--- config.mk ---
export PLATFORM = sky130hd
export DESIGN_NAME = challenge_response_prover
export DESIGN_NICKNAME = d
export VERILOG_FILES = /design/src/rtl/cr_pkg.sv /design/src/rtl/challenge_response_prover.sv
export SDC_FILE = /design/constraint.sdc
export NUM_CORES = 1
export LEC_CHECK = 0
export ABC_AREA = 1
export CORE_MARGIN = 2
export CORE_UTILIZATION = 50
export DETAILED_ROUTE_END_ITERATION = 8
export PLACE_DENSITY = 0.77
export SYNTH_ARGS = -nofsm -noshare
export SYNTH_HDL_FRONTEND = slang
export SYNTH_SLANG_ARGS = --single-unit
export TNS_END_PERCENT = 1
--- constraint.sdc ---
create_clock -name clk -period 1.7 [get_ports clk]
set_input_delay 0.51 -clock clk [delete_from_list [all_inputs] [get_ports clk]]
set_output_delay 0.51 -clock clk [all_outputs]
set_load 0.1 [all_outputs]
--- src/rtl/cr_pkg.sv ---
// Shared definitions for both ends of the 4-bit challenge/response link.
// The authenticator imports the same key and response function, so both sides agree.
package cr_pkg;

  localparam int                     CR_WIDTH = 4;
  localparam logic [CR_WIDTH-1:0]    CR_KEY   = 4'b1100;

  typedef enum logic [1:0] {
    IDLE,
    COMPUTE,
    RESPOND
  } cr_state_e;

  // Pure bitwise XOR with no carry between bits.
  function automatic logic [CR_WIDTH-1:0] cr_response(
    input logic [CR_WIDTH-1:0] challenge,
    input logic [CR_WIDTH-1:0] key
  );
    return challenge ^ key;
  endfunction

endpackage

--- src/rtl/challenge_response_prover.sv ---
// Prover end of the challenge/response link: accepts a challenge, computes the keyed
// response over LATENCY cycles, presents it, flags replays, counts answered challenges.
module challenge_response_prover
  import cr_pkg::*;
#(
  parameter int               WIDTH   = CR_WIDTH,
  parameter logic [WIDTH-1:0] KEY     = WIDTH'(CR_KEY),
  parameter int               LATENCY = 2
) (
  input  logic             clk,
  input  logic             reset,
  input  logic             chal_valid,
  output logic             chal_ready,
  input  logic [WIDTH-1:0] challenge,
  output logic             resp_valid,
  input  logic             resp_ready,
  output logic [WIDTH-1:0] response,
  output logic             replay,
  output logic [7:0]       resp_count
);

  localparam logic [3:0] CNT_LOAD = 4'(LATENCY - 1);

  cr_state_e        state_q, state_d;
  // The latched challenge doubles as the replay history: both are updated on every accept.
  logic [WIDTH-1:0] chal_q, chal_d;
  logic             last_valid_q, last_valid_d;
  logic             pend_replay_q, pend_replay_d;
  logic [3:0]       cnt_q, cnt_d;
  logic [WIDTH-1:0] resp_q, resp_d;
  logic             replay_q, replay_d;
  logic [7:0]       count_q, count_d;

  always_comb begin
    // NOTE: every next-state signal gets a default first, so no path through the case leaves one unassigned and infers a latch.
    state_d       = state_q;
    chal_d        = chal_q;
    last_valid_d  = last_valid_q;
    pend_replay_d = pend_replay_q;
    cnt_d         = cnt_q;
    resp_d        = resp_q;
    replay_d      = replay_q;
    count_d       = count_q;

    unique case (state_q)
      IDLE: begin
        if (chal_valid) begin
          chal_d        = challenge;
          pend_replay_d = last_valid_q && (challenge == chal_q);
          last_valid_d  = 1'b1;
          cnt_d         = CNT_LOAD;
          state_d       = COMPUTE;
        end
      end
      COMPUTE: begin
        if (cnt_q != 4'd0) begin
          cnt_d = cnt_q - 4'd1;
        end else begin
          resp_d   = pend_replay_q ? '0 : (chal_q ^ KEY);
          replay_d = pend_replay_q;
          state_d  = RESPOND;
        end
      end
      RESPOND: begin
        if (resp_ready) begin
          state_d = IDLE;
          if (!replay_q && count_q != 8'hFF) count_d = count_q + 8'd1;
        end
      end
      default: state_d = IDLE;
    endcase
  end

  always_ff @(posedge clk) begin
    // NOTE: sequential state uses non-blocking assignments so every register samples pre-edge values.
    if (!reset) begin
      state_q       <= IDLE;
      chal_q        <= '0;
      last_valid_q  <= 1'b0;
      pend_replay_q <= 1'b0;
      cnt_q         <= 4'd0;
      resp_q        <= '0;
      replay_q      <= 1'b0;
      count_q       <= 8'd0;
    end else begin
      state_q       <= state_d;
      chal_q        <= chal_d;
      last_valid_q  <= last_valid_d;
      pend_replay_q <= pend_replay_d;
      cnt_q         <= cnt_d;
      resp_q        <= resp_d;
      replay_q      <= replay_d;
      count_q       <= count_d;
    end
  end

  // Gated by reset so no challenge appears accepted while the block is held in reset.
  assign chal_ready = (state_q == IDLE) && reset;
  assign resp_valid = (state_q == RESPOND);
  assign response   = resp_q;
  assign replay     = replay_q;
  assign resp_count = count_q;

endmodule

==> qor.yml, run 1 <==
clock_tree:
  cts_buffers: 3
  clk_latency_ns: 0.33
  cts-root-buf: "clkbuf_4"
  clkSinkCount: 25
  clockBufferDepth: 2
  ctsHtreeMaxLevel: 1
  path_clk_slew_ns: 0.14
  tritoncts: "yes"
finish:
  final_cells: 238
  antenna_cells: 0
  drive_above_1_share_pct: 17.62
  syn_to_final_growth_pct: 39.58
  fin_nets: 222
  final_common_cell: "nand2_1"
  most-common-layout-cells: "44 x nand2_1, 32 x nor2_1, 22 x inv_1, 21 x dfxtp_1, 17 x nand3_1"
placed_design:
  hpwl_um: 2233
  gp_congestion: 0.8777
  placed_cells_incl_taps: 233
  port_buffers: 22
grt:
  grt_pass1_wl_um: 4671
  gr-total-overflow: 0
  grt_pass1_vias: 1132
  grt_usage_pct: 23.15
  antenna_found_initial: 0
  grt_max_degree: 16
logic_synthesis:
  synth_fp_nets: 191
  async_reset_ff_share_pct: 0
  synth_ff_type: "dfxtp_1"
  synth_cells: 180
  ys_ff_latch: 25
  netlist_area_um2: 1201
  seq_area_frac_synth_pct: 41.67
  ys_types: 19
  yosys_warnings: 0
  synth-edff-count: 0
  syn_area_per_cell_um2: 6.673
sta:
  finalSetupTns_ns: 0
  finalSetupViolCount: 0
  hold_violations: 0
  drv_slew: 0
  grt_setup_unrepaired: "no"
  holdWs_ns: 0.4602
  fin_crit_sh_pct: 96.86
  clock_skew_ns: 0.006722
  slew_headroom_pct: 77.52
  finalCriticalPeriod_ns: 1.647
  worst_pin_slew_ns: 0.3373
  fmax_ghz: 0.6073
setup_path:
  worstPathRequired_ns: 1.19
  path_class: "register to output port"
  worstSetupStartpointType: "register"
  arrival_ns: 1.14
  crit_fanout: 5
  cp-end-kind: "output port"
run:
  maxCapViolCount: 0
detailed_routing:
  route.detailed.drc: 0
  viasPerCell: 5.176
  drt_pass1_iterations: 4
  wl_um: 2781
  wire_per_inst_um: 11.68
  vias: 1232
  ant_nets: 0
  drt_iter0_drc: 26
floorplan:
  dieHeight_um: 53.02
  pin_count: 23
  design.core.area_um2: 2233
  initial_core_util_pct: 53.78
  dieArea_um2: 2811
  rows: 17
  die_w_um: 53.02
power:
  peakVddDrop_v: 0.0007175
  powerDensity_nw_per_um2: 837.4
  leakage_nw: 0.7203
worst_hold_path:
  holdCritPathClass: "register to register"
outcome:
  status: "completed"
## Yosys cell counts (all sizes together) (2+ instances only)
| cell type | n | area share [%] |
|---|---|---|
| a21oi | 11 | 4.6 |
| nor2 | 35 | 12 |
| o21ai | 9 | 3.7 |
| ha | 3 | 3.1 |
| inv | 25 | 7.8 |
| xor2 | 2 | 1.5 |
| nand2 | 44 | 14 |
| dfxtp | 25 | 42 |
| nand3 | 18 | 7.9 |
| nor3 | 3 | 1.7 |
## sequential cells by signal, indices dropped and copies added (netlist names)
register,cells
replay,1
resp_count,8
last_valid_q,1
response,4
chal_q,4
pend_replay_q,1
state_q,2
cnt_q,4
## path summary, 6_finish.rpt
| kind | from | to | slack [ns] | cells after the start |
|---|---|---|---|---|
| worst max-delay path | state_q[1] | chal_ready | 0.05 | 2 |
| worst min-delay path | last_valid_q | last_valid_q | 0.46 | 2 |
| worst max register to register | resp_count[1] | resp_count[1] | 0.32 | 8 |
| worst min register to register | last_valid_q | last_valid_q | 0.46 | 2 |
## critical path, stage by stage, from the launching register on
cell,delay [ns]
dfxtp_2,0.38
nor3_4,0.22
buf_12,0.20
## cells by family after synthesis
group                      synth area share, %
buffers and inverters                    8.125
xor gates and xnor gates                 2.188
adders and majority gates                3.125
DFF                                      41.67
AOI/OAI and AO/OA                        8.958
and+or+nand+nor                          35.94
## report_power, final
group	internal, mW	switching [mW]	total (mW)
clock network	0.0902	0.191	0.281
registers	0.631	0.0404	0.671
logic	0.161	0.290	0.451
total	0.882	0.522	1.40
## through the flow
step	utilization (%)	total power, mW	setup WS (ns)	area (µm²)
after CTS	74.96	1.402	0.01188	1674
after global placement	73.50	1.113	-0.2333	1642
final	75.07	1.404	0.05340	1677
after detailed placement	73.50	1.132	-0.2670	1642
after global routing	75.07	1.472	0.006253	1677
after floorplan	-	0.9662	-0.2254	1210
## final cells by class
cell class                      instances  area [µm²]
Fill cell                             174       556.8
Sequential cell                        25       505.5
Tap cell                               28       35.03
Timing Repair Buffer                   27       402.9
Clock buffer                            3       22.52
Clock inverter                          1       7.507
Multi-Input combinational cell        129       609.3
Inverter                               25       93.84
## timing repair
item / in CTS / in global routing
setup buffers: 0 / 1
pin swaps: 1 / 1
resized for setup: 5 / 3
endpoints found under the setup margin: 2 / 2
hold buffers: 0 / 0
endpoints found under the hold margin: 0 / 0
## per-layer routing
layer	vias to the layer above	global-route usage, %	part of all wire, %
met5	-	0	0
met4	0	10.26	1.8
met3	5	3.390	3.7
met2	30	44.79	54
met1	571	24.21	41
li1	626	-	-
No activity file was read; power rests on OpenSTA's default activity.
==> run 2, diff against run 1 <==
--- a/config.mk
+++ b/config.mk
@@ -13,4 +13,3 @@
 export SYNTH_ARGS = -nofsm -noshare
 export SYNTH_HDL_FRONTEND = slang
 export SYNTH_SLANG_ARGS = --single-unit
-export TNS_END_PERCENT = 1
==> qor.yml, run 2 (same netlist as run 1, synthesis figures left out) <==
worst_hold_path:
  holdCritPathClass: "register to register"
finish:
  final_common_cell: "nand2_1"
  register_area_um2: 510.5
  fin_nets: 221
  largest_reg_flops: 8
  fill_cells: 174
  drive_above_1_share_pct: 17.70
  antenna_cells: 0
  final_cells: 237
  fin_area_um2: 1675
  multiInputGateArea_um2: 609.3
  most-common-layout-cells: "44 x nand2_1, 32 x nor2_1, 23 x inv_1, 17 x nand3_1, 17 x dfxtp_1"
  syn_to_final_growth_pct: 39.48
power:
  peakVddDrop_v: 0.0006260
  p_comb_share_pct: 32.1
  p_sw_mw: 0.5056
  leakage_nw: 0.7215
  powerDensity_nw_per_um2: 828.6
  seq_power_share_pct: 48.5
  switching_share_pct: 36.42
  intPower_mw: 0.8826
  power_frac_clock_pct: 19.4
  totalPowerFinal_mw: 1.388
sta:
  holdWs_ns: 0.4627
  clock_skew_ns: 0.006794
  finalCriticalPeriod_ns: 1.664
  worst_pin_slew_ns: 0.3191
  grt_setup_unrepaired: "no"
  fin_crit_sh_pct: 97.89
  finalSetupViolCount: 0
  finalSetupTns_ns: 0
  slew_headroom_pct: 78.73
  fmax_ghz: 0.6009
  drv_slew: 0
  hold_violations: 0
placed_design:
  placed_area_um2: 1647
  hpwl_um: 2272
  gp_congestion: 0.8519
  placed_cells_incl_taps: 233
  port_buffers: 22
detailed_routing:
  wl_um: 2817
  viasPerCell: 5.148
  wire_per_inst_um: 11.89
  drt_iter0_drc: 25
  vias: 1220
  route.detailed.drc: 0
  ant_nets: 0
  drt_pass1_iterations: 4
grt:
  antenna_found_initial: 0
  grt_pass1_wl_um: 4816
  grt_max_degree: 15
  grt_pass1_vias: 1125
  gr-total-overflow: 0
  grt_usage_pct: 23.80
setup_path:
  crit_fanout: 5
  worstPathRequired_ns: 1.19
  cp_slowest_cell: "dfxtp_2"
  worstSetupStartpointType: "register"
  path_class: "register to output port"
  worst-path-buf-inv: 1
  cpPeakStageDelay_ns: 0.39
  arrival_ns: 1.15
  path_cells: "nor3_4, buf_12"
  cp-end-kind: "output port"
  cp_top_family: "flip-flops"
floorplan:
  rows: 17
  die_w_um: 53.02
  dieHeight_um: 53.02
  dieArea_um2: 2811
  pin_count: 23
  initial_core_util_pct: 53.78
  design.core.area_um2: 2233
clock_tree:
  path_clk_slew_ns: 0.14
  ctsHtreeMaxLevel: 1
  cts_buffers: 3
  clockBufferDepth: 2
  clk_latency_ns: 0.32
  tritoncts: "yes"
  clkSinkCount: 25
  hold_buffers: 0
  cts-root-buf: "clkbuf_4"
run:
  maxCapViolCount: 0
outcome:
  status: "completed"
[run 2: power groups by stage]
stage / clock network (mW) / logic (mW) / registers [mW]
after floorplan: 0 / 0.193 / 0.774
after CTS: 0.269 / 0.447 / 0.672
after global placement: 0 / 0.432 / 0.683
final: 0.269 / 0.446 / 0.673
after global routing: 0.291 / 0.485 / 0.677
after detailed placement: 0 / 0.446 / 0.685
[run 2: through the flow]
step | utilization (%) | setup slack [ns]
2_1_floorplan | - | -0.2254
3_3_place_gp | 73.73 | -0.2491
3_5_place_dp | 73.73 | -0.2544
4_1_cts | 74.96 | 0.006886
5_1_grt | 75.01 | 0.0008711
6_report | 75.01 | 0.03581
[run 2: layer usage]
metal	wire [µm]	track usage (%)
met1	1234	28.72
met2	1434	41.25
met3	89	3.390
met4	59	11.11
met5	0	0
[run 2: final cells by class]
cell class	instances	share of cell area [%]
Clock buffer	4	1.568
Tap cell	28	2.091
Multi-Input combinational cell	129	36.37
Timing Repair Buffer	26	23.90
Inverter	25	5.601
Sequential cell	25	30.47
[run 2: worst min-delay path, stage by stage, from the launching register on]
cell     delay, ns
dfxtp_1       0.33
nand2_1       0.06
nand2_1       0.05
[run 2: path summary, 6_finish.rpt]
check | from | to | slack [ns] | cells after the start
min | last_valid_q | last_valid_q | 0.46 | 2
max reg2reg | resp_count[1] | resp_count[1] | 0.28 | 8
max | state_q[1] | chal_ready | 0.04 | 2
min reg2reg | last_valid_q | last_valid_q | 0.46 | 2
[run 2: repair_timing]
action	CTS	global route
pin swaps	1	1
setup buffers	0	0
gates resized for setup	4	1
setup endpoints to repair	2	2
